## config.mk

```make
export PLATFORM = sky130hd
export DESIGN_NAME = pm_best_state_merge_flat
export DESIGN_NICKNAME = d
export VERILOG_FILES = /design/src/rtl/pm_best_state_merge_pkg.sv /design/src/rtl/pm_best_state_merge_if.sv /design/src/rtl/pm_mod_compare.sv /design/src/rtl/pm_best_state_merge.sv /design/src/flat_wrapper.sv
export SDC_FILE = /design/constraint.sdc
export NUM_CORES = 1
export LEC_CHECK = 0
export ABC_AREA = 1
export ABC_CLOCK_PERIOD_IN_PS = 4500
export BUFFER_PORTS_ARGS = -buffer_cell sky130_fd_sc_hd__buf_2
export CAP_MARGIN = 20
export CORE_MARGIN = 8
export CORE_UTILIZATION = 59
export CTS_CLUSTER_DIAMETER = 120
export DETAILED_ROUTE_END_ITERATION = 7
export PLACE_DENSITY = 0.84
export REMOVE_ABC_BUFFERS = 1
export SYNTH_ARGS = -nofsm -noshare
export SYNTH_HDL_FRONTEND = slang
export SYNTH_HIERARCHICAL = 1
export SYNTH_SLANG_ARGS = --single-unit
export TNS_END_PERCENT = 20
```

## constraint.sdc

```tcl
create_clock -name clk -period 4.5 [get_ports clk]
set_input_delay 0.225 -clock clk [delete_from_list [all_inputs] [get_ports clk]]
set_output_delay 0.225 -clock clk [all_outputs]
set_load 0.02 [all_outputs]
```

## src/rtl/pm_best_state_merge_pkg.sv

```systemverilog
`default_nettype none
// ============================================================================
// Module      : pm_best_state_merge_pkg
// Description : Shared definitions for the best-state sequencing/merge stage
//               and the 32-way path-metric minimum tree: widths, FSM state
//               encodings, candidate struct and the modular-compare rule.
// Revision    : 1.0 - initial release
// ============================================================================
package pm_best_state_merge_pkg;

    // Slice select width (must track the tree's slice select)
    localparam int GLB_U   = 1;
    // State-metric width
    localparam int SM_W    = 8;
    // Trellis state index width (64 states)
    localparam int IDX_W   = 6;

    // Sequencer FSM encodings
    localparam logic [1:0] ST_IDLE  = 2'd0;
    localparam logic [1:0] ST_SL0   = 2'd1;
    localparam logic [1:0] ST_SL1   = 2'd2;
    localparam logic [1:0] ST_MERGE = 2'd3;

    // One (state index, metric) candidate
    typedef struct packed {
        logic [IDX_W-1:0] idx;
        logic [SM_W-1:0]  val;
    } pm_cand_t;

    // Modular minimum: returns 1 when x1 is the smaller metric in the
    // wrap-around sense. Path metrics are allowed to overflow, so the MSBs
    // flip the sense of the low-bit compare. Equal metrics return 0, so
    // the second operand wins ties. The tree uses the same function.
    function automatic logic pm_sel_x1(input logic [SM_W-1:0] x1,
                                       input logic [SM_W-1:0] x2);
        return x1[SM_W-1] ^ x2[SM_W-1] ^ (x1[SM_W-2:0] < x2[SM_W-2:0]);
    endfunction

endpackage : pm_best_state_merge_pkg
`default_nettype wire

```

## src/rtl/pm_best_state_merge_if.sv

```systemverilog
`default_nettype none
// ============================================================================
// Module      : pm_best_state_merge_if
// Description : Bundle between the best-state merge stage, the minimum tree
//               and the downstream consumers (traceback start, PM normaliser).
//               slave  : the merge stage itself
//               master : the environment (controller + tree + consumers)
// Ports       : start_in, tree_idx_in, tree_val_in          (into merge)
//               slice_out, en_comp_out, busy_out,
//               best_valid_out, best_idx_out, best_val_out,
//               norm_req_out, norm_offset_out, step_cnt_out  (out of merge)
// Revision    : 1.0 - initial release
// ============================================================================
interface pm_best_state_merge_if
    import pm_best_state_merge_pkg::*;
#(
    parameter int U     = GLB_U,
    parameter int CNT_W = 10
);
    logic                 start_in;
    logic [U-1:0]         slice_out;
    logic                 en_comp_out;
    logic [IDX_W-1:0]     tree_idx_in;
    logic [SM_W-1:0]      tree_val_in;
    logic                 busy_out;
    logic                 best_valid_out;
    logic [IDX_W-1:0]     best_idx_out;
    logic [SM_W-1:0]      best_val_out;
    logic                 norm_req_out;
    logic [SM_W-1:0]      norm_offset_out;
    logic [CNT_W-1:0]     step_cnt_out;

    modport slave (
        input  start_in,
        input  tree_idx_in,
        input  tree_val_in,
        output slice_out,
        output en_comp_out,
        output busy_out,
        output best_valid_out,
        output best_idx_out,
        output best_val_out,
        output norm_req_out,
        output norm_offset_out,
        output step_cnt_out
    );

    modport master (
        output start_in,
        output tree_idx_in,
        output tree_val_in,
        input  slice_out,
        input  en_comp_out,
        input  busy_out,
        input  best_valid_out,
        input  best_idx_out,
        input  best_val_out,
        input  norm_req_out,
        input  norm_offset_out,
        input  step_cnt_out
    );

endinterface : pm_best_state_merge_if
`default_nettype wire

```

## src/rtl/pm_mod_compare.sv

```systemverilog
`default_nettype none
// ============================================================================
// Module      : pm_mod_compare
// Description : Combinational two-input modular-minimum selector. Picks the
//               (metric, index) pair with the smaller wrap-around metric;
//               ties select the second operand.
// Ports       : i_x1/i_idx1  first candidate
//               i_x2/i_idx2  second candidate
//               o_y/o_idx_y  winning candidate
// Revision    : 1.0 - initial release
// ============================================================================
module pm_mod_compare
    import pm_best_state_merge_pkg::*;
(
    input  wire logic [SM_W-1:0]  i_x1,
    input  wire logic [IDX_W-1:0] i_idx1,
    input  wire logic [SM_W-1:0]  i_x2,
    input  wire logic [IDX_W-1:0] i_idx2,
    output logic      [SM_W-1:0]  o_y,
    output logic      [IDX_W-1:0] o_idx_y
);

    logic w_sel_x1;

    assign w_sel_x1 = pm_sel_x1(i_x1, i_x2);
    assign o_y      = w_sel_x1 ? i_x1   : i_x2;
    assign o_idx_y  = w_sel_x1 ? i_idx1 : i_idx2;

endmodule : pm_mod_compare
`default_nettype wire

```

## src/rtl/pm_best_state_merge.sv

```systemverilog
`default_nettype none
// ============================================================================
// Module      : pm_best_state_merge
// Description : Sequences the 32-way path-metric minimum tree over the two
//               32-state slices, registers each slice winner, merges them
//               with the modular-minimum rule and publishes the global best
//               state/metric, a normalisation request and a step counter.
// Ports       : clk, rst      clock, synchronous active-high reset
//               bus (slave)   start/tree inputs, slice/enable to the tree,
//                             busy, best result, normalisation, step count
// Parameters  : U        slice select width (matches the tree)
//               NORM_THR normalisation threshold on the best metric
//               CNT_W    trellis step counter width
// Revision    : 1.0 - initial release
// ============================================================================
module pm_best_state_merge
    import pm_best_state_merge_pkg::*;
#(
    parameter int              U        = GLB_U,
    parameter logic [SM_W-1:0] NORM_THR = 8'd128,
    parameter int              CNT_W    = 10
)(
    input  wire logic               clk,
    input  wire logic               rst,
    pm_best_state_merge_if.slave    bus
);

    // ------------------------------------------------------------------
    // State and registered outputs
    // ------------------------------------------------------------------
    logic [1:0]        r_state;
    logic [1:0]        w_state_nxt;

    logic [U-1:0]      r_slice;
    logic              r_en_comp;
    logic              r_busy;

    pm_cand_t          r_cand0;
    pm_cand_t          r_cand1;

    logic              r_best_valid;
    logic [IDX_W-1:0]  r_best_idx;
    logic [SM_W-1:0]   r_best_val;
    logic              r_norm_req;
    logic [SM_W-1:0]   r_norm_offset;
    logic [CNT_W-1:0]  r_step_cnt;

    logic [SM_W-1:0]   w_win_val;
    logic [IDX_W-1:0]  w_win_idx;
    logic              w_norm_hit;

    // ------------------------------------------------------------------
    // Next-state logic. start_in is only looked at in IDLE, so a start
    // arriving while a search runs is simply dropped.
    // ------------------------------------------------------------------
    always_comb begin
        w_state_nxt = r_state;
        case (r_state)
            ST_IDLE:  if (bus.start_in) w_state_nxt = ST_SL0;
            ST_SL0:   w_state_nxt = ST_SL1;
            ST_SL1:   w_state_nxt = ST_MERGE;
            ST_MERGE: w_state_nxt = ST_IDLE;
            default:  w_state_nxt = ST_IDLE;
        endcase
    end

    // ------------------------------------------------------------------
    // Slice merge: slice 0 winner is X1, slice 1 winner is X2, so a tie
    // resolves to the upper slice.
    // ------------------------------------------------------------------
    pm_mod_compare u_merge_cmp (
        .i_x1    (r_cand0.val),
        .i_idx1  (r_cand0.idx),
        .i_x2    (r_cand1.val),
        .i_idx2  (r_cand1.idx),
        .o_y     (w_win_val),
        .o_idx_y (w_win_idx)
    );

    assign w_norm_hit = (w_win_val >= NORM_THR);

    // ------------------------------------------------------------------
    // FSM and tree-control outputs. slice/en_comp/busy are decoded from
    // the next state so that they are registered and line up with the
    // state they describe (the tree is combinational, its result is
    // sampled in the same cycle the slice select is presented).
    // ------------------------------------------------------------------
    always_ff @(posedge clk) begin
        if (rst) begin
            r_state   <= ST_IDLE;
            r_slice   <= '0;
            r_en_comp <= 1'b0;
            r_busy    <= 1'b0;
        end else begin
            r_state   <= w_state_nxt;
            r_slice   <= (w_state_nxt == ST_SL1) ? U'(1) : '0;
            r_en_comp <= (w_state_nxt == ST_SL0) || (w_state_nxt == ST_SL1);
            r_busy    <= (w_state_nxt != ST_IDLE);
        end
    end

    // ------------------------------------------------------------------
    // Per-slice winner capture
    // ------------------------------------------------------------------
    always_ff @(posedge clk) begin
        if (rst) begin
            r_cand0 <= '0;
            r_cand1 <= '0;
        end else begin
            if (r_state == ST_SL0) begin
                r_cand0.idx <= bus.tree_idx_in;
                r_cand0.val <= bus.tree_val_in;
            end
            if (r_state == ST_SL1) begin
                r_cand1.idx <= bus.tree_idx_in;
                r_cand1.val <= bus.tree_val_in;
            end
        end
    end

    // ------------------------------------------------------------------
    // Result publication. best_* and norm_offset hold between pulses;
    // norm_offset only moves when a normalisation request is issued.
    // ------------------------------------------------------------------
    always_ff @(posedge clk) begin
        if (rst) begin
            r_best_valid  <= 1'b0;
            r_best_idx    <= '0;
            r_best_val    <= '0;
            r_norm_req    <= 1'b0;
            r_norm_offset <= '0;
            r_step_cnt    <= '0;
        end else if (r_state == ST_MERGE) begin
            r_best_valid <= 1'b1;
            r_best_idx   <= w_win_idx;
            r_best_val   <= w_win_val;
            r_norm_req   <= w_norm_hit;
            if (w_norm_hit) begin
                r_norm_offset <= w_win_val;
            end
            // Free-running wrap, no overflow indication
            r_step_cnt   <= r_step_cnt + CNT_W'(1);
        end else begin
            r_best_valid <= 1'b0;
            r_norm_req   <= 1'b0;
        end
    end

    // ------------------------------------------------------------------
    // Output mapping
    // ------------------------------------------------------------------
    assign bus.slice_out       = r_slice;
    assign bus.en_comp_out     = r_en_comp;
    assign bus.busy_out        = r_busy;
    assign bus.best_valid_out  = r_best_valid;
    assign bus.best_idx_out    = r_best_idx;
    assign bus.best_val_out    = r_best_val;
    assign bus.norm_req_out    = r_norm_req;
    assign bus.norm_offset_out = r_norm_offset;
    assign bus.step_cnt_out    = r_step_cnt;

endmodule : pm_best_state_merge
`default_nettype wire

```

## src/flat_wrapper.sv

```systemverilog
// flat-port wrapper written by rule: the top's interface ports become plain ports
module pm_best_state_merge_flat import pm_best_state_merge_pkg::*;
#(
    parameter int              U        = GLB_U,
    parameter logic [SM_W-1:0] NORM_THR = 8'd128,
    parameter int              CNT_W    = 10
)
  (clk, rst, bus_start_in, bus_tree_idx_in, bus_tree_val_in, bus_slice_out, bus_en_comp_out, bus_busy_out, bus_best_valid_out, bus_best_idx_out, bus_best_val_out, bus_norm_req_out, bus_norm_offset_out, bus_step_cnt_out);
  pm_best_state_merge_if #(.U(U), .CNT_W(CNT_W)) bus_i ();
  input  wire logic clk;
  input  wire logic rst;
  input wire logic [$bits(bus_i.start_in)-1:0] bus_start_in;
  input wire logic [$bits(bus_i.tree_idx_in)-1:0] bus_tree_idx_in;
  input wire logic [$bits(bus_i.tree_val_in)-1:0] bus_tree_val_in;
  output wire logic [$bits(bus_i.slice_out)-1:0] bus_slice_out;
  output wire logic [$bits(bus_i.en_comp_out)-1:0] bus_en_comp_out;
  output wire logic [$bits(bus_i.busy_out)-1:0] bus_busy_out;
  output wire logic [$bits(bus_i.best_valid_out)-1:0] bus_best_valid_out;
  output wire logic [$bits(bus_i.best_idx_out)-1:0] bus_best_idx_out;
  output wire logic [$bits(bus_i.best_val_out)-1:0] bus_best_val_out;
  output wire logic [$bits(bus_i.norm_req_out)-1:0] bus_norm_req_out;
  output wire logic [$bits(bus_i.norm_offset_out)-1:0] bus_norm_offset_out;
  output wire logic [$bits(bus_i.step_cnt_out)-1:0] bus_step_cnt_out;
  assign bus_i.start_in = bus_start_in;
  assign bus_i.tree_idx_in = bus_tree_idx_in;
  assign bus_i.tree_val_in = bus_tree_val_in;
  assign bus_slice_out = bus_i.slice_out;
  assign bus_en_comp_out = bus_i.en_comp_out;
  assign bus_busy_out = bus_i.busy_out;
  assign bus_best_valid_out = bus_i.best_valid_out;
  assign bus_best_idx_out = bus_i.best_idx_out;
  assign bus_best_val_out = bus_i.best_val_out;
  assign bus_norm_req_out = bus_i.norm_req_out;
  assign bus_norm_offset_out = bus_i.norm_offset_out;
  assign bus_step_cnt_out = bus_i.step_cnt_out;
  pm_best_state_merge #(.U(U), .NORM_THR(NORM_THR), .CNT_W(CNT_W)) u_core (.clk(clk), .rst(rst), .bus(bus_i));
endmodule
```

==> results.yml <==
clock_tree:
  numCtsBuffers: 9
  cts_setup_buffers: 0
  cts.sinks: 67
  cts.clk_slew.worst_paths_ns: 0.07
  htreeDepth: 3
  ctsLongestPathBuffers: 2
  clkLatencyLatePin_ns: 0.34
  cts_hold_buf: 0
  cts_tree: "built"
  root_buffer: "clkbuf_8"
  ctsResizeCount: 0
synth:
  yosys.area.top_type: "dfxtp_1"
  synth.top_cell.area_share_pct: 46.0
  synthDistinctLibCells: 23
  ys_ff_latch: 67
  seq_area_frac_synth_pct: 46.0
  ys_warn_count: 6
  syn-mean-instance-area_um2: 7.48
  syn_area_um2: 2920
  synthTopCellsByArea: "dfxtp_1 46%, nor2_1 14%, o21ai_0 7.7%"
  syn_inst: 390
hold_path:
  hp-class: "in2reg"
power:
  power_density_nw_per_um2: 695
  p_leak_uw: 0.00169
  vdd_drop_max_mv: 0.351
drt:
  drc: 0
  wl_mm: 6.97
  antenna_left: 0
  post_drt_via_cell_ratio: 5.29
  drt-pass1-iter-count: 4
  post_drt_wl_per_cell_um: 13.8
  via_count: 2677
  drtIter0Drc: 162
timing:
  slew_headroom_pct: 49.1
  slew_violations: 0
  tns_ns: 0
  final.min_clock_period_ns: 2.18
  rsz0062_at_grt: "no"
  setup_viol: 0
  fin_crit_sh_pct: 48.4
  hold_viol: 0
  tightest_slew_ns: 0.763
  fin_worst_skew_ns: 0.00640
  fmax_mhz: 459
worst_setup_path:
  crit_family: "simple AND/OR/NAND/NOR gates"
  cp.required_ns: 4.76
  start_kind: "register"
  cp_num_buf_inv: 2
  worstPathArrival_ns: 2.44
  end_kind: "register"
  cp_max_fo: 8
  rrSetupSlack_ns: 2.32
  cp_common_cell: "nand2_2"
  crit_chain: "inv_1 -> ha_1 -> nand2_2 -> nor2_1 -> nand2_2 -> nand2_2 -> nand2_1 -> nand2_1 -> nand2_2 -> inv_2 -> o21ai_1 -> a21oi_1"
  crit_type: "reg2reg"
  critical-path-max-stage-delay_ns: 0.38
  cp_slowest_cell: "dfxtp_1"
finish:
  antenna-diode-count: 0
  drive_above_1_share_pct: 19.4
  final_cell_area_um2: 3340
  multi_input_area_um2: 1360
  seq_area_um2: 1340
  syn_to_final_growth_pct: 14.6
  nets: 465
  num-fill-cells: 404
run_status:
  status: "finished, final reports clean"
floorplanning:
  core_um2: 4750
  die_h_um: 86.3
  initial_core_util_pct: 61.3
  die_w_um: 86.3
  dieArea_um2: 7450
  num_rows: 25
  io_pins: 54
place:
  placed_area_um2: 3150
  gp_congestion: 0.861
  dp_hpwl_mm: 4.90
  io_buffers: 53
global_routing:
  grt_pass1_wl_mm: 11.5
  grt_max_degree: 58
  globalRouteOverflowTotal: 0
  track_usage_pct: 19.4
  antenna_found_initial: 0
  grt_pass1_vias: 2556
flow_run:
  cap_violations: 0
## flip-flops by register name, summed over array words and instances (netlist names)
register and cells:
u_core/bus.busy_out 1, u_core/bus.norm_req_out 1, u_core/r_cand0 14, u_core/bus.best_idx_out 6, u_core/r_state 2, u_core/bus.best_valid_out 1, u_core/bus.norm_offset_out 8, u_core/r_cand1 14
u_core/bus.en_comp_out 1, u_core/bus.slice_out 1, u_core/bus.step_cnt_out 10, u_core/bus.best_val_out 8
## synth_stat cells (all sizes together)
cell type  number
nor2          108
dfxtp          67
o21ai          52
nand2          46
nand3          38
inv            28
a21oi          17
ha             13
buf            12
clkbuf          7
xnor2           2
## path summary, 6_finish.rpt
path	start	endpoint	depth (start not counted)
worst max-delay path	u_core/r_cand1[5]$_SDFFE_PP0P_	u_core/bus.norm_offset_out[4]$_SDFFE_PP0P_	12
worst min-delay path	bus_tree_idx_in[4]	u_core/r_cand0[12]$_SDFFE_PP0N_	3
worst max register to register	u_core/r_cand1[5]$_SDFFE_PP0P_	u_core/bus.norm_offset_out[4]$_SDFFE_PP0P_	12
worst min register to register	u_core/bus.best_val_out[7]$_SDFFE_PP0P_	u_core/bus.best_val_out[7]$_SDFFE_PP0P_	2
## logic make-up (layout without fill, tap and decap cells)
group                    Yosys count  count (layout)  synth area share, %
AND/OR/NAND/NOR                  192             192                 27.8
AO/OA/AOI/OAI                     69              69                 12.2
flip-flops                        67              67                 46.0
buffers and inverters             47              96                 7.55
adder cells (fa/ha/maj)           13              13                 5.58
XOR/XNOR                           2               2                0.858
## power by group
part           internal, uW  total, uW  leakage (uW)  switching [uW]
sequential              740        841      0.000546             101
combinational           296        995       0.00105             699
clock                   268        488     0.0000954             220
## cell usage in the layout (no fill, tap or decap)
| master | n |
|---|---|
| nor2_1 | 106 |
| dfxtp_1 | 67 |
| buf_2 | 53 |
| o21ai_0 | 45 |
| nand2_1 | 39 |
| nand3_1 | 36 |
| inv_1 | 23 |
| a21oi_1 | 16 |
| ha_1 | 13 |
| clkbuf_8 | 10 |
| o21ai_1 | 7 |
| nand2_2 | 6 |
| inv_2 | 5 |
| nand3_2 | 2 |
| clkinv_2 | 1 |
| clkbuf_1 | 1 |
| clkinv_4 | 1 |
| clkinvlp_4 | 1 |
| bufinv_16 | 1 |
| nand2_4 | 1 |
| nor2_4 | 1 |
| xnor2_1 | 1 |
| nor2_2 | 1 |
| a21oi_4 | 1 |
| xnor2_2 | 1 |
## through the flow
step / power (uW) / setup WS [ns] / hold WS [ns] / util (%) / instances
global placement: 1780 / 2.51 / 0.454 / 66.3 / 491
finish: 2320 / 2.32 / 0.121 / 70.3 / 506
detailed placement: 1830 / 2.37 / 0.470 / 66.3 / 491
CTS: 2320 / 2.35 / 0.108 / 70.3 / 506
floorplan: 1560 / 2.77 / 0.292 / - / 371
global route: 2490 / 2.19 / 0.115 / 70.3 / 506
## routing by layer
metal / wire, um / vias up / global-route usage, %
met1: 3110 / 1254 / 22.9
li1: - / 1341 / -
met3: 462 / 5 / 7.94
met2: 3330 / 77 / 31.1
met4: 70 / 0 / 6.26
met5: 0 / - / 0
## worst min-delay path: stages
cell	delay, ns
buf_2	0.09
nor2_1	0.04
nor2_1	0.08
## area by class of cell
class | instances | area share [%]
sequential | 67 | 40.1
multi-input combinational | 276 | 40.5
clock buffer | 11 | 4.23
clock inverter | 4 | 1.53
tap | 67 | 2.51
timing repair buffer | 53 | 7.93
inverter | 28 | 3.14
No activity file was read; power rests on OpenSTA's default activity.
